File: config.mk
export PLATFORM = sky130hd
export DESIGN_NAME = div_seq_flat
export DESIGN_NICKNAME = d
export VERILOG_FILES = /design/src/rtl/div_seq_if.sv /design/src/rtl/div_seq.sv /design/src/flat_wrapper.sv
export SDC_FILE = /design/constraint.sdc
export NUM_CORES = 1
export LEC_CHECK = 0
export CORE_MARGIN = 3
export CORE_UTILIZATION = 57
export CTS_CLUSTER_SIZE = 12
export DETAILED_ROUTE_END_ITERATION = 8
export HOLD_SLACK_MARGIN = 0.12
export PLACE_DENSITY = 0.81
export SYNTH_ARGS = -nofsm -noshare
export SYNTH_HDL_FRONTEND = slang
export SYNTH_SLANG_ARGS = --single-unit
File: constraint.sdc
create_clock -name clk -period 7.55 [get_ports clk]
set_clock_uncertainty 0.05 [all_clocks]
set_input_delay 1.51 -clock clk [delete_from_list [all_inputs] [get_ports clk]]
set_output_delay 1.51 -clock clk [all_outputs]
set_load 0.01 [all_outputs]
File: src/rtl/div_seq_if.sv
// Purpose : request/response bundle between the EX stage and the sequential divider.
// Latency : none (wires only); timing is set by div_seq.
// Backpr. : EX holds start_i (and stalls) until ready_o; dropping start_i withdraws the request.
// Signals : signed_div_i, opdata1_i, opdata2_i, start_i, annul_i  (EX -> divider)
//           result_o {remainder, quotient}, ready_o                (divider -> EX)
interface div_seq_if #(
    parameter int WIDTH = 32
);
    logic               signed_div_i;
    logic [WIDTH-1:0]   opdata1_i;
    logic [WIDTH-1:0]   opdata2_i;
    logic               start_i;
    logic               annul_i;
    logic [2*WIDTH-1:0] result_o;
    logic               ready_o;

    // EX side
    modport master (
        output signed_div_i, opdata1_i, opdata2_i, start_i, annul_i,
        input  result_o, ready_o
    );

    // divider side
    modport slave (
        input  signed_div_i, opdata1_i, opdata2_i, start_i, annul_i,
        output result_o, ready_o
    );
endinterface

File: src/rtl/div_seq.sv
// Purpose : radix-2 restoring divider for DIV/DIVU; returns {remainder, quotient} for HI/LO.
// Latency : ready_o after E(WIDTH+1) from the start edge E0; divide-by-zero after E2;
//           with DIV_EARLY_OUT_EN defined, |dividend| < |divisor| finishes after E1.
// Backpr. : result is held while start_i stays high in END; start_i low or annul_i aborts to FREE.
// Ports   : clk, Rst_n (async, active-high), bus (div_seq_if.slave).
// Config  : DIV_EARLY_OUT_EN enables the small-dividend early exit.
module div_seq #(
    parameter int WIDTH = 32,
    parameter int CNT_W = 6
) (
    input  logic      clk,
    input  logic      Rst_n,
    div_seq_if.slave  bus
);
    typedef enum logic [1:0] {
        ST_FREE   = 2'd0,
        ST_BYZERO = 2'd1,
        ST_ON     = 2'd2,
        ST_END    = 2'd3
    } state_t;

    state_t           state_q, state_d;
    logic [CNT_W-1:0] cnt_q;
    logic [WIDTH-1:0] dvsr_q;
    logic [WIDTH-1:0] quo_q;    // holds |dividend| at start; quotient bits shift in at the LSB
    logic [WIDTH-1:0] rem_q;    // partial remainder
    logic             sgn_q, a_neg_q, b_neg_q;

    logic [WIDTH-1:0] a_mag, b_mag;
    logic [WIDTH:0]   shifted, trial;
    logic [WIDTH-1:0] quo_fix, rem_fix;
    logic             req, div_zero, early_out, last_iter, abort;

    assign req      = bus.start_i && !bus.annul_i;
    assign abort    = bus.annul_i || !bus.start_i;
    assign div_zero = (bus.opdata2_i == '0);

    // Magnitudes: negate only for signed requests with the sign bit set.
    // -0x80000000 stays 0x80000000, which is the correct unsigned magnitude.
    assign a_mag = (bus.signed_div_i && bus.opdata1_i[WIDTH-1]) ? -bus.opdata1_i : bus.opdata1_i;
    assign b_mag = (bus.signed_div_i && bus.opdata2_i[WIDTH-1]) ? -bus.opdata2_i : bus.opdata2_i;

`ifdef DIV_EARLY_OUT_EN
    assign early_out = (a_mag < b_mag);
`else
    assign early_out = 1'b0;
`endif

    // Partial remainder is always < divisor, so the WIDTH+1-bit trial never
    // overflows and its MSB is a true sign bit.
    assign shifted   = {rem_q, quo_q[WIDTH-1]};
    assign trial     = shifted - {1'b0, dvsr_q};
    assign last_iter = (cnt_q == CNT_W'(WIDTH - 1));

    // Quotient is negative when operand signs differ; remainder follows the dividend.
    assign quo_fix = (sgn_q && (a_neg_q ^ b_neg_q)) ? -quo_q : quo_q;
    assign rem_fix = (sgn_q && a_neg_q) ? -rem_q : rem_q;

    always_ff @(posedge clk or posedge Rst_n) begin
        if (Rst_n) begin
            state_q <= ST_FREE;
        end else begin
            state_q <= state_d;
        end
    end

    always_comb begin
        state_d = state_q;
        case (state_q)
            ST_FREE: begin
                if (req) begin
                    if (div_zero) begin
                        state_d = ST_BYZERO;
                    end else if (early_out) begin
                        state_d = ST_END;
                    end else begin
                        state_d = ST_ON;
                    end
                end
            end
            ST_BYZERO: begin
                state_d = bus.annul_i ? ST_FREE : ST_END;
            end
            ST_ON: begin
                if (abort) begin
                    state_d = ST_FREE;
                end else if (last_iter) begin
                    state_d = ST_END;
                end
            end
            ST_END: begin
                // start_i held here never restarts; FREE must be visited first
                if (abort) begin
                    state_d = ST_FREE;
                end
            end
            default: state_d = ST_FREE;
        endcase
    end

    always_ff @(posedge clk or posedge Rst_n) begin
        if (Rst_n) begin
            cnt_q        <= '0;
            dvsr_q       <= '0;
            quo_q        <= '0;
            rem_q        <= '0;
            sgn_q        <= 1'b0;
            a_neg_q      <= 1'b0;
            b_neg_q      <= 1'b0;
            bus.ready_o  <= 1'b0;
            bus.result_o <= '0;
        end else begin
            // Outputs are only non-zero while sitting in END
            bus.ready_o  <= 1'b0;
            bus.result_o <= '0;
            case (state_q)
                ST_FREE: begin
                    if (req) begin
                        dvsr_q  <= b_mag;
                        sgn_q   <= bus.signed_div_i;
                        a_neg_q <= bus.signed_div_i && bus.opdata1_i[WIDTH-1];
                        b_neg_q <= bus.signed_div_i && bus.opdata2_i[WIDTH-1];
                        cnt_q   <= '0;
                        if (early_out) begin
                            quo_q <= '0;
                            rem_q <= a_mag;
                        end else begin
                            quo_q <= a_mag;
                            rem_q <= '0;
                        end
                    end
                end
                ST_BYZERO: begin
                    quo_q <= '0;
                    rem_q <= '0;
                end
                ST_ON: begin
                    if (!abort) begin
                        rem_q <= trial[WIDTH] ? shifted[WIDTH-1:0] : trial[WIDTH-1:0];
                        quo_q <= {quo_q[WIDTH-2:0], ~trial[WIDTH]};
                        cnt_q <= cnt_q + CNT_W'(1);
                    end
                end
                ST_END: begin
                    if (!abort) begin
                        bus.ready_o  <= 1'b1;
                        bus.result_o <= {rem_fix, quo_fix};
                    end
                end
                default: ;
            endcase
        end
    end
endmodule
File: src/flat_wrapper.sv
// flat-port wrapper written by rule: the top's interface ports become plain ports
module div_seq_flat 
#(
    parameter int WIDTH = 32,
    parameter int CNT_W = 6
)
  (clk, Rst_n, bus_signed_div_i, bus_opdata1_i, bus_opdata2_i, bus_start_i, bus_annul_i, bus_result_o, bus_ready_o);
  div_seq_if #(.WIDTH(WIDTH)) bus_i ();
  input  logic clk;
  input  logic Rst_n;
  input wire logic [$bits(bus_i.signed_div_i)-1:0] bus_signed_div_i;
  input wire logic [$bits(bus_i.opdata1_i)-1:0] bus_opdata1_i;
  input wire logic [$bits(bus_i.opdata2_i)-1:0] bus_opdata2_i;
  input wire logic [$bits(bus_i.start_i)-1:0] bus_start_i;
  input wire logic [$bits(bus_i.annul_i)-1:0] bus_annul_i;
  output wire logic [$bits(bus_i.result_o)-1:0] bus_result_o;
  output wire logic [$bits(bus_i.ready_o)-1:0] bus_ready_o;
  assign bus_i.signed_div_i = bus_signed_div_i;
  assign bus_i.opdata1_i = bus_opdata1_i;
  assign bus_i.opdata2_i = bus_opdata2_i;
  assign bus_i.start_i = bus_start_i;
  assign bus_i.annul_i = bus_annul_i;
  assign bus_result_o = bus_i.result_o;
  assign bus_ready_o = bus_i.ready_o;
  div_seq #(.WIDTH(WIDTH), .CNT_W(CNT_W)) u_core (.clk(clk), .Rst_n(Rst_n), .bus(bus_i));
endmodule
Yosys cells after proc, flatten, opt, wreduce, memory -nomap -nowiden:

Cells that the tools add are included.

* muxes and demuxes: 25
* eq/ne operators: 8
* reductions and logical operators: 16
* bitwise gates (word level): 2
* add/subtract/negate cells: 6

Operator list (count)
* 32-bit 2-to-1 mux: 9
* 32-bit case mux with 3 select lines: 2
* 64-bit 2-to-1 mux: 2
* 32-bit negation: 4
* 33-bit by 32-bit subtractor with 33-bit output: 1
* 32-bit zero test: 1
* 2-bit 2-to-1 mux: 6
* 6-bit 2-to-1 mux: 2
* 6-bit case mux with 2 select lines: 1
* 3-bit AND reduction: 3
* 2-bit case mux with 4 select lines: 1
* 6-bit by 1-bit adder with 6-bit output (second input constant): 1
* 6-bit by 5-bit == test with 1-bit output (second input constant): 1
* 1-bit logical AND: 5
* 2-bit == test (second input constant): 2
* 2-bit by 1-bit inequality test with 1-bit output (second input constant): 2
* 3-bit by 1-bit inequality test with 1-bit output (second input constant): 1
* 3-bit nonzero test: 1
* 2-bit by 1-bit == test with 1-bit output (second input constant): 1
* 1-bit zero test: 2
* 2-bit zero test: 1
* 1-bit 2-to-1 mux: 2
* 2-bit inequality test (second input constant): 1
* 2-bit AND reduction: 1
* 4 further kinds: 4

* bits in registers: 172
* input port bits: 69
* output and inout bits: 65
* word-level logic and storage cells: 67

Longest topological paths before layout:

Gate-level depths: netlist (run 1).

* depth in word-level cells: 5
* gate-level depth with buffers: 13
* gate-level depth less buffers: 11

Worst setup path before layout (run 1):

OpenSTA, ideal clock, no wires.

* path kind: input-to-reg
* from: input bus_opdata1_i[16]
* to: register u_core.quo_q[27]
* arrival time: 3.462 ns
* cell stages on the path: 7
* library setup time: 0.077 ns
* slack: 3.961 ns
* required time: 7.423 ns
* buffers on the path: 0
* path through: or4_4 or4_4 or3_4 o31ai_1 xnor2_1 nand2_1 a21oi_1

* cells in the longest elaborated chain, start to end: 4

Ends and longest elaborated chain
* start, declared: line flat_wrapper.sv:12 `input wire logic [$bits(bus_i.opdata1_i)-1:0] bus_opdata1_i;`
* 32-bit negation: line div_seq.sv:40 `assign a_mag = (bus.signed_div_i && bus.opdata1_i[WIDTH-1]) ? -bus.opdata1_i : bus.opdata1_i;`
* 32-bit 2-to-1 mux: line div_seq.sv:40
* 32-bit 2-to-1 mux: line div_seq.sv:118 `if (req) begin`
* 32-bit case mux with 3 select lines: line div_seq.sv:116 `case (state_q)`
* end signal, assigned: line div_seq.sv:128 `quo_q <= a_mag;`
* end signal, assigned: line div_seq.sv:140 `quo_q <= {quo_q[WIDTH-2:0], ~trial[WIDTH]};`
* end, declared: line div_seq.sv:25 `logic [WIDTH-1:0] quo_q;`

No other way between the ends. The select of a mux whose other input is x is not followed.
A chain may end at the register's enable or synchronous reset.

Final worst setup path (run 1):

* from: input bus_opdata1_i[2]
* to: register u_core.quo_q[28]

The elaborated chain is that of the path after synthesis.

==> impl_metrics.csv, run 1 <==
group,metric,value,unit
layout,antenna_cells,0,
logic_synthesis,synth_top_area_share,39.3,%
route,wl_met2,12300,µm
worst_hold_path,hold_start,"u_core.dvsr_q[20]",
route,first_pass_iters,5,
global_routing,gr-total-overflow,0,
logic_synthesis,synth-seq-cells,172,
critical_path,rr_startpoint,"u_core.quo_q[31]",
pwr,ir_worst_vdd,0.188,mV
critical_path,worstPathRequired,7790,ps
logic_synthesis,synth-seq-area-share,39.3,%
logic_synthesis,yosys_warnings,0,
logic_synthesis,ys_async_sr_fraction,100,%
cts,clk_pin_slew,60,ps
die,rows,50,
layout,fillers,1558,
logic_synthesis,syn_inst,1269,
logic_synthesis,synth-edff-count,0,
critical_path,r2r_cells,12,
outcome,status,"complete, no violations",
critical_path,slowest_stage,"nor4_1",
critical_path,r2r_slack,3910,ps
logic_synthesis,syn-num-nets,1380,
cts,post_cts_buffers,0,
worst_hold_path,min_path_type,"flop to flop",
sta,hold_viol,0,
logic_synthesis,ys.flop_type,"dfrtp_1",
cts,cts_tree,"built",
placement,hpwlAfterDp,19800,µm
die,die_area,20900,µm²
route,wl_per_cell,16.9,µm
route,vias,9691,
logic_synthesis,synth.largest_area_cell,"dfrtp_1",
sta,worst_slack,3500,ps
cts,clock_latency,430,ps
critical_path,crit_arrival,4290,ps
critical_path,endpoint_kind,"flop",
cts,cts_root_buffer,"clkbuf_16",
layout,syn2layout_area_growth,19.1,%
critical_path,path_cells,"clkdlybuf4s50_1, nor4_1, nand3b_1, o41ai_4, o21ai_0, xnor2_1, a2bb2oi_1, o21ai_0",
die,die_h,145,µm
critical_path,critPathMaxFanout,6,
cts,cts_hold_buf,0,
pwr,leakagePower,0.00556,µW
worst_hold_path,hold_end,"u_core.dvsr_q[20]",
die,ios,134,
route,wl_met1,12700,µm
pwr,p_per_area,300,nW/µm²
critical_path,start_kind,"primary input",
global_routing,grt_start_max_net_pins,101,
logic_synthesis,synthTopCellsByCount,"172 x dfrtp_1, 127 x nand2_1, 127 x nor2_1",
route,drt_iter0_markers,859,
sta,rsz0062_at_grt,"no",
logic_synthesis,synth_area,11000,µm²
route,top_layer_used,"met4",
route,route.met3.wl,1940,µm
route,routed_wl,27300,µm
die,coreArea,18800,µm²
sta,max_freq,247,MHz
global_routing,grt_pass1_vias,9122,
logic_synthesis,postSynthAreaPerCell,8.63,µm²
worst_hold_path,whs_path_depth,2,
placement,portBuffers,133,
critical_path,slowest_delay,690,ps
logic_synthesis,synth_area_leaders,"dfrtp_1 39%, xnor2_1 6.2%, a21oi_1 5.3%",
cts,cts_max_level,4,
logic_synthesis,yosysUniqueCellTypes,70,
global_routing,grt_pass1_wl,44700,µm
sta,worst_pin_slew,1240,ps
sta,holdWs,432,ps
critical_path,rr_endpoint,"u_core.rem_q[17]",
critical_path,crit_path_frequent_cell,"o21ai_0",
route,detail-route-antenna-nets,0,
route,via_per_inst,6.01,
sta,setup_viol,0,
placement,gp_congestion,0.939,
sta,min_period,4050,ps
cts,numClockSinks,172,
global_routing,grt_usage,26.5,%
die,start_util,58.4,%
route,drc,0,
cts,clockBufferDepth,2,
die,fp.dieW,145,µm
global_routing,antenna_found_initial,0,
critical_path,path_class,"primary input to flop",
cts,cts.repair.resized,0,
flow_run,maxCapViolCount,0,
sta,finalSetupTns,0,ps
layout,drive_gt1_share,4.57,%
layout,final_nets,1478,
sta,drv_slew,0,
cts,cts-buffers-inserted,17,
placement,preCtsSetupSlack,3110,ps
sta,slew_headroom,17.0,%
logic_synthesis,yosysMostFrequentCell,"dfrtp_1",
pwr,power,3910,µW
sta,finalCritPeriodShare,53.7,%
per-layer routing:
metal	vias to the layer above	global-route usage, %
met5	-	0
met4	0	7.17
met3	35	4.10
met2	404	41.8
met1	4555	38.3
li1	4697	-
flip-flops by register name (all words and copies together) (netlist names):
name and cells:
u_core.quo_q 32, u_core.dvsr_q 32, u_core.rem_q 32, u_core.sgn_q 1, u_core.bus.ready_o 1, u_core.cnt_q 6
u_core.bus.result_o 64, u_core.b_neg_q 1, u_core.a_neg_q 1, u_core.state_q 2
cell families after synthesis:
| logic type | count (synthesis) | share of synthesized area (%) |
|---|---|---|
| buffers and inverters | 118 | 4.11 |
| AND/OR/NAND/NOR | 414 | 18.0 |
| XOR/XNOR | 134 | 10.7 |
| adder cells (fa/ha/maj) | 42 | 4.87 |
| multiplexers | 20 | 1.85 |
| AO/OA/AOI/OAI | 369 | 21.1 |
| flip-flops | 172 | 39.3 |
critical path: cells and delay by family:
| kind | cells | cell delay, ps |
|---|---|---|
| simple gates | 2 | 1050 |
| compound gates | 4 | 1020 |
| buf+inv | 1 | 500 |
| xor+xnor | 1 | 210 |
cell type report:
cell class / instances / area, µm² / area share (%)
Clock inverter: 13 / 190 / 1.46
Inverter: 60 / 230 / 1.77
Timing Repair Buffer: 137 / 1360 / 10.4
Clock buffer: 18 / 439 / 3.37
Multi-Input combinational cell: 979 / 6220 / 47.7
Tap cell: 234 / 293 / 2.25
Sequential cell: 172 / 4300 / 33.0
power by group:
part	total (µW)	internal [µW]	switching [µW]	leakage, µW
Combinational	1640	643	994	0.00298
Clock	936	564	372	0.000307
Sequential	1340	1120	213	0.00228
cell usage in the layout (no fill, tap or decap), types with 9 or more instances in the layout:
cell             instances
a21o_1                  19
a21oi_1                116
a22oi_1                 20
a31oi_1                 11
and2_1                  15
clkbuf_16               17
clkdlybuf4s50_1        133
dfrtp_1                172
ha_1                    41
inv_1                   58
mux2i_1                 18
nand2_1                125
nand2b_1                10
nand3_1                 24
nor2_1                 127
nor3_1                  32
nor4_1                  10
o21ai_0                108
o31ai_1                 16
o41ai_1                  9
or3_1                   20
xnor2_1                 78
xor2_1                  56
stage by stage:
stage	instance area, µm²	std cells	util, %
2_1_floorplan	11000	1269	-
3_3_place_gp	12400	1582	66.1
3_5_place_dp	12400	1582	66.1
4_1_cts	13000	1613	69.5
5_1_grt	13000	1613	69.5
6_report	13000	1613	69.5
worst max-delay path by stage:
stage	from	endpoint	cells after the start
finish	bus_opdata1_i[2]	u_core.quo_q[28]	8
global route	bus_opdata1_i[2]	u_core.quo_q[28]	8
global placement	bus_opdata1_i[2]	u_core.quo_q[27]	8
CTS	bus_opdata1_i[2]	u_core.quo_q[27]	8
floorplan	Rst_n	u_core.a_neg_q	1
detailed placement	bus_opdata1_i[2]	u_core.quo_q[27]	8
Note: power is estimated with default switching activity, not from simulation.
==> run 2, diff against run 1 <==
--- a/config.mk
+++ b/config.mk
@@ -6,11 +6,11 @@
 export NUM_CORES = 1
 export LEC_CHECK = 0
 export CORE_MARGIN = 3
-export CORE_UTILIZATION = 57
+export CORE_UTILIZATION = 51
 export CTS_CLUSTER_SIZE = 12
 export DETAILED_ROUTE_END_ITERATION = 8
 export HOLD_SLACK_MARGIN = 0.12
-export PLACE_DENSITY = 0.81
+export PLACE_DENSITY = 0.77
 export SYNTH_ARGS = -nofsm -noshare
 export SYNTH_HDL_FRONTEND = slang
 export SYNTH_SLANG_ARGS = --single-unit
==> constraint.sdc (replaced) <==
create_clock -name clk -period 3.4 [get_ports clk]
set_clock_uncertainty 0.05 [all_clocks]
set_input_delay 0.68 -clock clk [delete_from_list [all_inputs] [get_ports clk]]
set_output_delay 0.68 -clock clk [all_outputs]
set_load 0.01 [all_outputs]
==> impl_metrics.csv, run 2 (synthesis gave the netlist of run 1 again) <==
group,metric,value,unit
cts,clock_latency,430,ps
global_routing,grt-busiest-layer,"met2",
pwr,leakagePower,0.00573,µW
critical_path,r2r_cells,10,
cts,clockBufferDepth,2,
placement,preCtsSetupSlack,49.6,ps
layout,final_common_cell,"dfrtp_1",
die,die_area,23300,µm²
route,first_pass_iters,5,
sta,hold_viol,0,
global_routing,gr-total-overflow,0,
global_routing,grt_pass1_wl,46300,µm
layout,syn2layout_area_growth,22.0,%
sta,rsz0062_at_grt,"no",
global_routing,use_met3,3.55,%
sta,worst_slack,201,ps
die,fp.dieW,153,µm
placement,gp_congestion,0.899,
sta,worst_pin_slew,1020,ps
cts,cts-buffers-inserted,17,
route,drc,0,
cts,cts_max_level,4,
critical_path,endpoint_kind,"flop",
global_routing,grt_usage,23.7,%
route,vias,9775,
flow_run,maxCapViolCount,0,
route,routed_wl,27900,µm
critical_path,path_class,"flop to flop",
sta,holdWs,429,ps
critical_path,rr_endpoint,"u_core.bus.result_o[30]",
global_routing,use_met2,37.2,%
global_routing,grtUsageMet1,34.3,%
sta,min_period,3200,ps
layout,final_util,64.6,%
pwr,ir_worst_vdd,0.413,mV
critical_path,start_kind,"flop",
route,wl_per_cell,16.5,µm
layout,fillers,1729,
placement,hpwlAfterDp,21000,µm
cts,numClockSinks,172,
critical_path,critPathMaxFanout,6,
die,rows,52,
global_routing,antenna_found_initial,0,
layout,final_cell_mix,"172 x dfrtp_1, 133 x clkdlybuf4s50_1, 127 x nor2_1",
die,die_h,153,µm
sta,setup_viol,0,
sta,max_freq,313,MHz
layout,largest_register,"u_core.bus.result_o",
cts,cts.repair.resized,0,
critical_path,rr_startpoint,"u_core.quo_q[0]",
critical_path,r2r_slack,200,ps
critical_path,worstPathRequired,3640,ps
sta,slew_headroom,32.1,%
die,start_util,52.9,%
route,detail-route-antenna-nets,0,
cts,cts_root_buffer,"clkbuf_16",
route,via_per_inst,5.80,
global_routing,grt_pass1_vias,9255,
cts,cts_tree,"built",
sta,finalCritPeriodShare,94.1,%
route,drt_iter0_markers,817,
layout,final_nets,1515,
sta,finalSetupTns,0,ps
sta,drv_slew,0,
layout,drive_gt1_share,7.06,%
cts,post_cts_buffers,0,
cts,clk_pin_slew,70,ps
die,ios,134,
critical_path,cp-startpoint,"u_core.quo_q[0]",
die,coreArea,20700,µm²
critical_path,crit_path_end,"u_core.bus.result_o[30]",
layout,antenna_cells,0,
layout,largest_register_ffs,64,
placement,portBuffers,133,
cts,cts_hold_buf,0,
critical_path,crit_arrival,3440,ps
worst_hold_path,min_path_type,"flop to flop",
pwr,p_per_area,644,nW/µm²
outcome,status,"complete, no violations",
global_routing,grt_start_max_net_pins,70,
run 2: changes by cell type in the layout (fill, tap and decap cells not counted):
cell	before	now
buf_12	0	5
buf_4	4	36
bufinv_16	4	1
clkbuf_8	1	0
clkinv_2	2	3
clkinv_4	3	2
clkinv_8	0	1
clkinvlp_4	1	3
inv_8	0	1
run 2: routing by layer:
metal	routed length (µm)	part of all wire [%]
met5	0	0
met4	492	1.8
met3	1940	6.9
met2	12500	45
met1	12900	46
run 2: power by group:
part           switching, µW  leakage [µW]  internal, µW  total (µW)
logic                   2260       0.00318          1510        3770
registers                459       0.00228          2500        2950
clock network            857      0.000275          1020        1880
total                   3580       0.00573          5030        8610
run 2: how the worst min path moves through the flow:
stage	start	endpoint	cells after the start
CTS	u_core.dvsr_q[14]	u_core.dvsr_q[14]	2
floorplan	u_core.dvsr_q[10]	u_core.dvsr_q[10]	2
detailed placement	u_core.dvsr_q[14]	u_core.dvsr_q[14]	2
global route	u_core.dvsr_q[14]	u_core.dvsr_q[14]	2
finish	u_core.dvsr_q[14]	u_core.dvsr_q[14]	2
global placement	u_core.dvsr_q[14]	u_core.dvsr_q[14]	2
run 2: area by class of cell:
| type | instances | area (µm²) | area share [%] |
|---|---|---|---|
| clock buffer | 17 | 425 | 3.18 |
| timing repair buffer | 174 | 1700 | 12.7 |
| multi-input combinational | 979 | 6220 | 46.6 |
| clock inverter | 14 | 140 | 1.05 |
| tap | 270 | 338 | 2.53 |
| inverter | 60 | 229 | 1.71 |
| sequential | 172 | 4300 | 32.2 |
run 2: per-stage QoR:
step	instance area [µm²]	instances	power [µW]
floorplan	11000	1269	5610
global placement	12800	1655	6560
detailed placement	12800	1655	6690
CTS	13400	1686	8590
global route	13400	1686	9220
finish	13400	1686	8610
run 2: critical path, cell delays in order (launching register included):
cell and delay [ps]:
dfrtp_1 430, inv_1 140, ha_1 200, or3b_2 460, or3_1 410, nor4_2 260
and2_1 240, and3b_1 360, a41oi_1 200, xnor2_1 270, nor2_1 60
